`src/rtl/fechadura_pkg.sv`:
```
// fechadura_pkg: shared types and constants for the lock setup logic.
// Digit packs hold the most recent digit in element [0]. A slot holding
// DIGIT_EMPTY means "no digit".
package fechadura_pkg;

    localparam int SENHA_DIGITS = 20;

    typedef logic [SENHA_DIGITS-1:0][3:0] senhaPac_t;
    typedef logic [5:0][3:0]              bcdPac_t;

    localparam logic [3:0] DIGIT_EMPTY = 4'hF;

    localparam senhaPac_t SENHA_EMPTY      = {SENHA_DIGITS{DIGIT_EMPTY}};
    // Factory master password: digits[3..0] = 1,2,3,4
    localparam senhaPac_t SENHA_MASTER_RST = {{(SENHA_DIGITS-4){DIGIT_EMPTY}},
                                              4'h1, 4'h2, 4'h3, 4'h4};
    localparam bcdPac_t   BCD_BLANK        = {6{DIGIT_EMPTY}};

    // Item codes shown on the leftmost display digit
    localparam logic [3:0] ITEM_BIP_ST    = 4'd1;
    localparam logic [3:0] ITEM_BIP_T     = 4'd2;
    localparam logic [3:0] ITEM_TRANCA_T  = 4'd3;
    localparam logic [3:0] ITEM_MASTER    = 4'd4;
    localparam logic [3:0] ITEM_USER      = 4'd5;

    // USER covers every user slot; the slot index lives in its own register
    typedef enum logic [2:0] {
        ST_IDLE,
        ST_BIP_ST,
        ST_BIP_T,
        ST_TRANCA_T,
        ST_MASTER,
        ST_USER,
        ST_COMMIT
    } setup_state_t;

    // Two-digit decimal split of a 0..63 value: {tens, units}
    function automatic logic [7:0] to_bcd2(input logic [5:0] v);
        return {4'(v / 6'd10), 4'(v % 6'd10)};
    endfunction

endpackage

```
`src/rtl/setup_pw_check.sv`:
```
// setup_pw_check: combinational inspection of an entered digit pack.
// len    - contiguous non-empty digits starting at the most recent one
// bad    - a non-decimal digit (0xA..0xE) appears within len
// masked - the entry with every digit at or beyond len forced empty
module setup_pw_check
    import fechadura_pkg::*;
(
    input  senhaPac_t  digits,
    output logic [4:0] len,
    output logic       bad,
    output senhaPac_t  masked
);

    logic run;

    // Walk from the most recent digit until the first empty slot
    always_comb begin
        len    = '0;
        bad    = 1'b0;
        masked = SENHA_EMPTY;
        run    = 1'b1;
        for (int i = 0; i < SENHA_DIGITS; i++) begin
            if (run && (digits[i] != DIGIT_EMPTY)) begin
                len       = len + 5'd1;
                masked[i] = digits[i];
                if (digits[i] > 4'd9) begin
                    bad = 1'b1;
                end
            end else begin
                run = 1'b0;
            end
        end
    end

endmodule

```
`src/rtl/setup_multi.sv`:
```
// setup_multi: interactive configuration session for the lock.
// A session walks bip status, bip time, lock time, master password and each
// user password, editing a shadow copy; the committed outputs only change
// when the last user item is accepted.
// Optional build macro SETUP_DUP_CHECK_EN: reject a user password equal to
// the master or to another enabled user slot.
module setup_multi
    import fechadura_pkg::*;
#(
    parameter int N_USERS = 4,
    parameter int PW_MIN  = 4,
    parameter int PW_MAX  = 12,
    parameter int T_MIN   = 5,
    parameter int T_MAX   = 60
) (
    input  logic                    clk,
    input  logic                    rst,
    input  logic                    setup_on,
    input  senhaPac_t               digitos_value,
    input  logic                    digitos_valid,
    output logic                    display_en,
    output bcdPac_t                 bcd_pac,
    output logic                    bip_status,
    output logic [5:0]              bip_time,
    output logic [5:0]              tranca_time,
    output senhaPac_t               senha_master,
    output senhaPac_t [N_USERS-1:0] senha_user,
    output logic                    data_setup_ok,
    output logic                    entry_err
);

    localparam int K_W = (N_USERS > 1) ? $clog2(N_USERS) : 1;

    setup_state_t state, state_nxt;
    logic [K_W-1:0] k, k_nxt;
    logic setup_on_q;

    logic                    sh_status, sh_status_nxt;
    logic [5:0]              sh_bt, sh_bt_nxt;
    logic [5:0]              sh_tt, sh_tt_nxt;
    senhaPac_t               sh_master, sh_master_nxt;
    senhaPac_t [N_USERS-1:0] sh_user, sh_user_nxt;

    logic       accept, reject, commit, dup;
    logic [4:0] ent_len;
    logic       ent_bad;
    senhaPac_t  ent_masked;
    logic [6:0] ent_val;
    logic       last_user, in_t_range, pw_len_ok;

    setup_pw_check u_pw_check (
        .digits (digitos_value),
        .len    (ent_len),
        .bad    (ent_bad),
        .masked (ent_masked)
    );

    // A one-digit time entry has an empty tens slot, so it counts as zero
    assign ent_val    = ((ent_len == 5'd2) ? 7'(digitos_value[1]) * 7'd10 : 7'd0)
                        + 7'(digitos_value[0]);
    assign in_t_range = (int'(ent_val) >= T_MIN) && (int'(ent_val) <= T_MAX);
    assign pw_len_ok  = (int'(ent_len) >= PW_MIN) && (int'(ent_len) <= PW_MAX);
    assign last_user  = (int'(k) == N_USERS - 1);

    // Duplicate detection against the shadow master and other enabled slots
    always_comb begin
        dup = 1'b0;
`ifdef SETUP_DUP_CHECK_EN
        if (ent_masked == sh_master) begin
            dup = 1'b1;
        end
        for (int j = 0; j < N_USERS; j++) begin
            if ((j != int'(k)) && (sh_user[j] != SENHA_EMPTY) && (ent_masked == sh_user[j])) begin
                dup = 1'b1;
            end
        end
`endif
    end

    function automatic bcdPac_t make_bcd(input setup_state_t st, input logic [K_W-1:0] kk,
                                         input logic status, input logic [5:0] bt,
                                         input logic [5:0] tt);
        bcdPac_t b;
        b = BCD_BLANK;
        case (st)
            ST_BIP_ST: begin
                b[5] = ITEM_BIP_ST;
                b[4] = 4'd0;
                b[1] = 4'd0;
                b[0] = {3'b000, status};
            end
            ST_BIP_T: begin
                b[5] = ITEM_BIP_T;
                b[4] = 4'd0;
                {b[1], b[0]} = to_bcd2(bt);
            end
            ST_TRANCA_T: begin
                b[5] = ITEM_TRANCA_T;
                b[4] = 4'd0;
                {b[1], b[0]} = to_bcd2(tt);
            end
            ST_MASTER: begin
                b[5] = ITEM_MASTER;
                b[4] = 4'd0;
            end
            ST_USER: begin
                b[5] = ITEM_USER;
                b[4] = 4'(kk) + 4'd1;
            end
            default: ;
        endcase
        return b;
    endfunction

    // Next-state, entry validation and shadow update
    always_comb begin
        state_nxt     = state;
        k_nxt         = k;
        sh_status_nxt = sh_status;
        sh_bt_nxt     = sh_bt;
        sh_tt_nxt     = sh_tt;
        sh_master_nxt = sh_master;
        sh_user_nxt   = sh_user;
        accept        = 1'b0;
        reject        = 1'b0;
        commit        = 1'b0;

        if (state == ST_IDLE) begin
            // Only a fresh rising edge opens a session, never a held level
            if (setup_on && !setup_on_q) begin
                state_nxt     = ST_BIP_ST;
                k_nxt         = '0;
                sh_status_nxt = bip_status;
                sh_bt_nxt     = bip_time;
                sh_tt_nxt     = tranca_time;
                sh_master_nxt = senha_master;
                sh_user_nxt   = senha_user;
            end
        end else if (!setup_on) begin
            state_nxt = ST_IDLE;
        end else if (state == ST_COMMIT) begin
            state_nxt = ST_IDLE;
        end else if (digitos_valid) begin
            if (ent_len == 5'd0) begin
                accept = 1'b1;
            end else if (!ent_bad) begin
                case (state)
                    ST_BIP_ST: begin
                        if ((ent_len == 5'd1) && (digitos_value[0] <= 4'd1)) begin
                            accept        = 1'b1;
                            sh_status_nxt = digitos_value[0][0];
                        end
                    end
                    ST_BIP_T: begin
                        if ((ent_len <= 5'd2) && in_t_range) begin
                            accept    = 1'b1;
                            sh_bt_nxt = ent_val[5:0];
                        end
                    end
                    ST_TRANCA_T: begin
                        if ((ent_len <= 5'd2) && in_t_range) begin
                            accept    = 1'b1;
                            sh_tt_nxt = ent_val[5:0];
                        end
                    end
                    ST_MASTER: begin
                        if (pw_len_ok) begin
                            accept        = 1'b1;
                            sh_master_nxt = ent_masked;
                        end
                    end
                    ST_USER: begin
                        // A lone 0 disables the slot
                        if ((ent_len == 5'd1) && (digitos_value[0] == 4'd0)) begin
                            accept         = 1'b1;
                            sh_user_nxt[k] = SENHA_EMPTY;
                        end else if (pw_len_ok && !dup) begin
                            accept         = 1'b1;
                            sh_user_nxt[k] = ent_masked;
                        end
                    end
                    default: ;
                endcase
            end

            reject = !accept;

            if (accept) begin
                case (state)
                    ST_BIP_ST:   state_nxt = ST_BIP_T;
                    ST_BIP_T:    state_nxt = ST_TRANCA_T;
                    ST_TRANCA_T: state_nxt = ST_MASTER;
                    ST_MASTER: begin
                        state_nxt = ST_USER;
                        k_nxt     = '0;
                    end
                    ST_USER: begin
                        if (last_user) begin
                            state_nxt = ST_COMMIT;
                            commit    = 1'b1;
                        end else begin
                            k_nxt = k + 1'b1;
                        end
                    end
                    default: ;
                endcase
            end
        end
    end

    // FSM state, committed configuration and registered display/status outputs
    always_ff @(posedge clk or negedge rst) begin
        if (!rst) begin
            state         <= ST_IDLE;
            k             <= '0;
            setup_on_q    <= 1'b0;
            bip_status    <= 1'b1;
            bip_time      <= 6'd5;
            tranca_time   <= 6'd5;
            senha_master  <= SENHA_MASTER_RST;
            senha_user    <= {N_USERS{SENHA_EMPTY}};
            display_en    <= 1'b0;
            bcd_pac       <= BCD_BLANK;
            data_setup_ok <= 1'b0;
            entry_err     <= 1'b0;
        end else begin
            state         <= state_nxt;
            k             <= k_nxt;
            setup_on_q    <= setup_on;
            entry_err     <= reject;
            data_setup_ok <= commit;
            // Committed values land together with the ok pulse
            if (commit) begin
                bip_status   <= sh_status_nxt;
                bip_time     <= sh_bt_nxt;
                tranca_time  <= sh_tt_nxt;
                senha_master <= sh_master_nxt;
                senha_user   <= sh_user_nxt;
            end
            display_en <= (state_nxt != ST_IDLE) && (state_nxt != ST_COMMIT);
            bcd_pac    <= make_bcd(state_nxt, k_nxt, sh_status_nxt, sh_bt_nxt, sh_tt_nxt);
        end
    end

    // Session shadow copy; reloaded at every session start, so it needs no reset
    always_ff @(posedge clk) begin
        sh_status <= sh_status_nxt;
        sh_bt     <= sh_bt_nxt;
        sh_tt     <= sh_tt_nxt;
        sh_master <= sh_master_nxt;
        sh_user   <= sh_user_nxt;
    end

endmodule

```
`config.mk`:
```
export PLATFORM = sky130hd
export DESIGN_NAME = setup_multi
export DESIGN_NICKNAME = d
export VERILOG_FILES = /design/src/rtl/fechadura_pkg.sv /design/src/rtl/setup_pw_check.sv /design/src/rtl/setup_multi.sv
export SDC_FILE = /design/constraint.sdc
export NUM_CORES = 2
export LEC_CHECK = 0
export CELL_PAD_IN_SITES_DETAIL_PLACEMENT = 2
export CELL_PAD_IN_SITES_GLOBAL_PLACEMENT = 2
export CORE_UTILIZATION = 34
export CTS_CLUSTER_DIAMETER = 50
export DETAILED_ROUTE_END_ITERATION = 8
export PLACE_DENSITY_LB_ADDON = 0.12
export SYNTH_ARGS = -nofsm -noshare
export SYNTH_HDL_FRONTEND = slang
export SYNTH_SLANG_ARGS = --single-unit
```
`constraint.sdc`:
```
create_clock -name clk -period 4.75 [get_ports clk]
set_clock_uncertainty 0.05 [all_clocks]
set_input_delay 0.95 -clock clk [delete_from_list [all_inputs] [get_ports clk]]
set_output_delay 0.95 -clock clk [all_outputs]
set_load 0.005 [all_outputs]
```
After elaboration in Yosys (flattened, before gate mapping):

Cells that the tools add are included.

* input bits: 84
* register bits after elaboration: 851
* word-level logic and storage cells: 530
* output and inout port bits: 440

* reduce and logical (&&, ||, !) cells: 34
* div/mod/pow operators: 4
* multiply operators: 1
* muxes and demuxes: 189
* bitwise gates (word level): 1
* equality and inequality tests: 35
* magnitude comparators: 28
* add/subtract/negate cells: 22

Operators with widths (count)
* 2-to-1 mux 320 bit: 10
* 2-to-1 mux 80 bit: 10
* bitwise mux 320 bit: 1
* OR 320 bit: 1
* demux 80 bit (select 2 bit): 1
* 2-to-1 mux 6 bit: 18
* adder 5 x 1 -> 5 bit (second input constant): 19
* 2-to-1 mux 5 bit: 19
* 2-to-1 mux 1 bit: 90
* greater-than comparator 4 bit (second input constant): 20
* 2-to-1 mux 4 bit: 20
* != test 4 bit (second input constant): 20
* one-hot mux 8 bit (5 select lines): 1
* logical AND 1 bit: 27
* one-hot mux 8 bit (3 select lines): 1
* 2-to-1 mux 3 bit: 7
* equality test 3 bit (second input constant): 5
* one-hot mux 3 bit (5 select lines): 1
* 2-to-1 mux 2 bit: 7
* divider 6 x 4 -> 6 bit (second input constant): 2
* equality test 3 x 2 -> 1 bit (second input constant): 4
* modulo 6 x 4 -> 6 bit (second input constant): 2
* adder 7 x 4 -> 7 bit: 1
* greater-or-equal comparator 7 x 3 -> 1 bit (second input constant): 1
* other kinds (24): 26

Logic depth before layout (Yosys ltp):

* depth in word-level cells: 61
* depth in mapped cells: 93

Hierarchy:

From an unflattened synthesis, not the netlist that was laid out.

* cell total of the unflattened synthesis: 3527
* area, all modules: 36238.5 sq um

Modules (own cells, without submodules)
* setup_multi: cells an instance 3078, instances 1, area each 33305.7 sq um
* setup_pw_check: cells an instance 449, instances 1, area each 2932.8 sq um

Worst setup path after synthesis:

OpenSTA, ideal clock, no wires.

* kind: input to register
* start point: input port digitos_value[3] in the netlist's numbering
* end point: register bcd_pac[3] in the netlist's numbering
* arrival time: 16368 ps
* path buffers: 1
* setup slack: -11731 ps
* cell stages on the path: 90
* required time: 4637 ps
* path through: buf_4 nand4_1 nand2_1 inv_1 ha_1 nor3_1 nor2_1 ha_1 a31o_2 ha_1 mux2_2 ha_1 mux2i_1 a21oi_1 a31oi_1 inv_1 ha_1 nor2_1 [54 not listed] a21oi_1 nor3_1 and2_1 and3_1 nand3_1 a21oi_2 o221ai_1 inv_1 nand3_1 o21ai_1 ha_1 nand2_1 mux2_4 a2111oi_2 nor3_2 ha_1 o41ai_1 nand2b_1

* elaborated cells on any way between the ends: 174

RTL lines
* from (decl): RTL line setup_multi.sv:19 `input senhaPac_t digitos_value,`
* != test 4 bit: RTL line setup_pw_check.sv:23 `if (run && (digits[i] != DIGIT_EMPTY)) begin`
* 2-to-1 mux 1 bit: RTL line setup_pw_check.sv:23
* adder 5 x 1 -> 5 bit / logical AND 1 bit (equally long branches): RTL line setup_pw_check.sv:24, setup_pw_check.sv:23
* 2-to-1 mux 5 bit / 2-to-1 mux 1 bit (equally long branches): RTL line setup_pw_check.sv:23
* adder 5 x 1 -> 5 bit / logical AND 1 bit (equally long branches): RTL line setup_pw_check.sv:24, setup_pw_check.sv:23
* 2-to-1 mux 5 bit / 2-to-1 mux 1 bit (equally long branches): RTL line setup_pw_check.sv:23
* adder 5 x 1 -> 5 bit / logical AND 1 bit (equally long branches): RTL line setup_pw_check.sv:24, setup_pw_check.sv:23
* 2-to-1 mux 5 bit / 2-to-1 mux 1 bit (equally long branches): RTL line setup_pw_check.sv:23
* [41 not listed]
* 2-to-1 mux 6 bit (*): RTL line setup_multi.sv:144 `if (ent_len == 5'd0) begin`
* 2-to-1 mux 6 bit (*): RTL line setup_multi.sv:143 `end else if (digitos_valid) begin`
* 2-to-1 mux 6 bit (*): RTL line setup_multi.sv:141 `end else if (state == ST_COMMIT) begin`
* 2-to-1 mux 6 bit (*): RTL line setup_multi.sv:139 `end else if (!setup_on) begin`
* 2-to-1 mux 6 bit (*): RTL line setup_multi.sv:128 `if (state == ST_IDLE) begin`
* via sh_tt_nxt[3]: RTL line setup_multi.sv:40 `logic [5:0] sh_tt, sh_tt_nxt;`
* modulo 6 x 4 -> 6 bit (*): RTL line fechadura_pkg.sv:39 `return {4'(v / 6'd10), 4'(v % 6'd10)};`
* one-hot mux 8 bit (3 select lines) (*): RTL line setup_multi.sv:85 `case (st)`
* to (signal assigned): RTL line setup_multi.sv:241 `bcd_pac <= make_bcd(state_nxt, k_nxt, sh_status_nxt, sh_bt_nxt, sh_tt_nxt);`
* to (decl): RTL line setup_multi.sv:22 `output bcdPac_t bcd_pac,`

Mark *: on every way through the listed nets, which the timed path passes. The rest lies on a longest branch. The select of a mux whose other input is x is not followed.
A chain may end at the register's enable or synchronous reset.

Final worst setup path:

* start point: input port digitos_value[13] in the netlist's numbering
* end point: register bcd_pac[3] in the netlist's numbering

* cells in the longest elaborated chain, start to end: 56
* elaborated cells on any way between the ends: 155

RTL lines (RTL line)
* branches (longest 55 deep; another with adder 5 x 1 -> 5 bit)
* one-hot mux 8 bit (3 select lines) (*): setup_multi.sv:85

Every way passes the cells marked *. The select of a mux whose other input is x is not followed.

==> impl_results.md <==
* Status: finished with violations
* Failing checks: setup timing
* Count of hold buffers inserted by post-cts repair at 0
* Crit Path Class: in -> reg
* Met3 Use GR at 7.25%
* Max-slew violation count at 0
* Post-route ant nets at 0
* PortBufs at 515
* First-pass GRT wire length at 296000 um
* Grt met2 use at 61.3%
* Yosys reg bits at 850
* Top delay family on crit path: adder cells
* Reg-to-Reg Start: state[2]
* Final worst slack at -12.09 ns
* Wire per inst at 32.8 um
* Mapped Avg Cell Area at 9.04 um2
* Max stage delay on crit path at 0.52 ns
* Setup TNS at -8959.30 ns
* Post-synth EDFFs at 0
* P&R area growth vs syn at 52.1%
* Most instantiated cells after synthesis: 832 x nand2_1, 650 x nor2_1, 413 x dfxtp_1
* Routed Wire Length at 219000 um
* Synth top area share at 29.3%
* Final setup violation count at 849
* Die W at 330 um
* Worst-path clk slew at 0.06 ns
* Min Clock Period, post-route at 16.84 ns
* Max cap viols at 0
* Initial antenna violation count at 16
* Number of global-route vias before repair at 43100
* Drt drc at 0
* # rows at 120
* Initial Util at 34.3%
* Vias at 40300
* Met1 Track Usage GR at 42.3%
* Largest net degree at the start of global routing at 166
* Clock Sink Count at 850
* Utilization of the core after routing at 52.1%
* Fraction of registers with async set/reset at 51.4%
* CP max FO at 5
* Num CTS Buffers at 114
* GR Util All Layers at 36.3%
* Post-synth cell types at 104
* Most common cell on crit path: ha_4
* Hold WC Path Type: in -> async
* Fillers at 10900
* Placer congestion estimate at 0.854
* Syn. warnings at 0
* Relative slew slack at 26.0%
* Overflow after GRT at 0
* Core area at 107000 um2
* Fmax at 0.0594 GHz
* CTS tree: yes
* R2R Path End: bcd_pac[3]
* Fin crit share at 355%
* Gate Count Post-Synth at 4057
* Final Hold Viols at 0
* Final net count at 5291
* Cell area after synthesis at 36700 um2
* CP Capture Point: bcd_pac[3]
* DR iter-0 viols at 2757
* CTS Root Cell: clkbuf_16
* Layout cell share with drive strength beyond 1 at 32.7%
* Startpoint Class: input pin
* Dominant cell type by area after synthesis: dfstp_2
* CP arrival at 17.45 ns
* Most frequent cell after synthesis: nand2_1
* Die ar. at 109000 um2
* CP required at 5.36 ns
* CP Capture Type: register
* Reg2Reg Setup Slack at -0.31 ns
* Top FF cell, synth: dfxtp_1
* Leak pwr at 23.0 nW
* H-tree Lvls at 3
* Worst-skew pair later-pin latency at 0.74 ns
* Vias per inst at 6.02
* Register area share after synthesis at 53.8%
* Die Span Y at 330 um
* Peak VDD IR at 0.000423 V
* Grt peak-use layer: met2
* Worst-Margin Slew at 1.11 ns
* PwrDens at 467 nW/um2
* Dominant cells by area after synthesis: dfstp_2 29%, dfxtp_1 23%, nand2_1 8.5%, nor2_1 6.7%, o22ai_1 5.5%
* RSZ-0062 raised after global routing: yes
* Drt pass-1 iters at 6
* Buf+Inv Stages, Crit Path at 11
* # IOs at 524
* Critical path depth at 93
* Clk buf depth at 3
* Crit-path slowest cell: clkdlybuf4s50_1
* Worst setup path startpoint: digitos_value[13]
* Detailed Place HPWL at 118000 um
* Reg2Reg Depth at 20
[worst reg2reg max path, cell delays in order (launching register included)]
cell and delay (ns):
dfrtp_1 0.64, and2b_1 0.34, nand2_1 0.22, nor3b_1 0.30, o21ai_0 0.28, nor3_1 0.45, o2111a_1 0.35, nor2_2 0.09
buf_4 0.18, o21ai_4 0.21, nand2_4 0.09, inv_4 0.07, ha_4 0.17, nand2_4 0.06, mux2_4 0.30, a2111oi_4 0.37
nor3_2 0.11, ha_1 0.24, a31oi_2 0.17, o41ai_1 0.09, nand2b_1 0.18
[cell type report]
type | count | area [um2] | share of cell area, %
diodes | 6 | 15.0 | 0.0269
clock buffers | 152 | 3200 | 5.74
clock inverters | 64 | 942 | 1.69
inverters | 31 | 153 | 0.274
multi-input cells | 2913 | 17100 | 30.7
flip-flops and latches | 850 | 19700 | 35.3
well taps | 1403 | 1760 | 3.15
repair buffers | 1267 | 12800 | 23.0
repair inverters | 2 | 31.3 | 0.0561
[what timing repair did]
action | CTS | global route
endpoints found under the hold margin | 0 | 0
setup buffers | 71 | 51
pin swaps | 90 | 104
setup endpoints to repair | 849 | 849
resized for setup | 294 | 105
cloned | 35 | 0
[power by group]
part	switching (W)	leakage [nW]	total (W)	internal [W]
sequential	0.000297	8.08	0.00828	0.00798
clock	0.00381	2.02	0.00963	0.00581
combinational	0.00478	12.9	0.00816	0.00338
[sequential cells by signal, summed over array words and instances (netlist names)]
signal	count
bip_status	1
k	2
senha_user	320
entry_err	1
sh_tt	6
display_en	1
sh_master	80
sh_status	1
bip_time	6
sh_user	320
state	3
senha_master	80
setup_on_q	1
tranca_time	6
bcd_pac	15
sh_bt	6
data_setup_ok	1
[per-stage QoR]
| stage | power [W] | hold WS, ns | cells | cell area, um2 | setup WS, ns |
|---|---|---|---|---|---|
| floorplan | 0.0115 | 0.378 | 4064 | 37300 | -11.11 |
| global placement | 0.0144 | 0.387 | 6333 | 48400 | -11.98 |
| detailed placement | 0.0147 | 0.401 | 6333 | 48400 | -12.71 |
| CTS | 0.0246 | 0.232 | 6649 | 55100 | -10.84 |
| global route | 0.0267 | 0.247 | 6685 | 55800 | -12.40 |
| finish | 0.0261 | 0.208 | 6688 | 55800 | -12.09 |
[cells by family after synthesis]
logic type                 synth area share [%]
and+or+nand+nor                            22.4
buffers and inverters                      3.39
AOI/OAI and AO/OA                          15.9
adders and majority gates                  1.14
muxes                                      2.18
other                                    0.0102
xor gates and xnor gates                   1.14
DFF                                        53.8
[worst min-delay path by stage]
stage / to / slack (ns) / cells after the start
floorplan: sh_master[10] / 0.38 / 2
global placement: sh_master[74] / 0.39 / 2
detailed placement: sh_master[43] / 0.40 / 2
CTS: senha_master[15] / 0.23 / 1
global route: senha_master[15] / 0.25 / 1
finish: senha_master[15] / 0.21 / 1
[placed cells by master, fill, tap and decap left out, drive strengths merged, types with 9 or more instances in the layout]
cell / n
o211ai: 13
o22ai: 325
and4: 16
clkdlybuf4s50: 502
nand2: 833
and3: 19
o31ai: 193
o221a: 50
buf: 748
dfxtp: 413
nand4: 40
dfstp: 409
mux2i: 12
or3: 28
nand3: 44
and2: 10
nor3: 186
xnor2: 28
a211oi: 34
nor4: 11
o21ai: 73
dfrtp: 28
nor2: 652
bufinv: 19
nand2b: 58
ha: 26
a31oi: 9
clkinv: 26
a21oi: 53
mux2: 60
inv: 46
bufbuf: 14
a21o: 12
clkbuf: 154
[metal layers]
| metal | up-vias | wire, um | part of all wire (%) |
|---|---|---|---|
| met5 | - | 137 | 0.063 |
| met4 | 22 | 17000 | 7.8 |
| met3 | 894 | 14600 | 6.7 |
| met2 | 2035 | 105000 | 48 |
| met1 | 20700 | 82400 | 38 |
| li1 | 16600 | - | - |
Note: power is estimated with default switching activity, not from simulation.
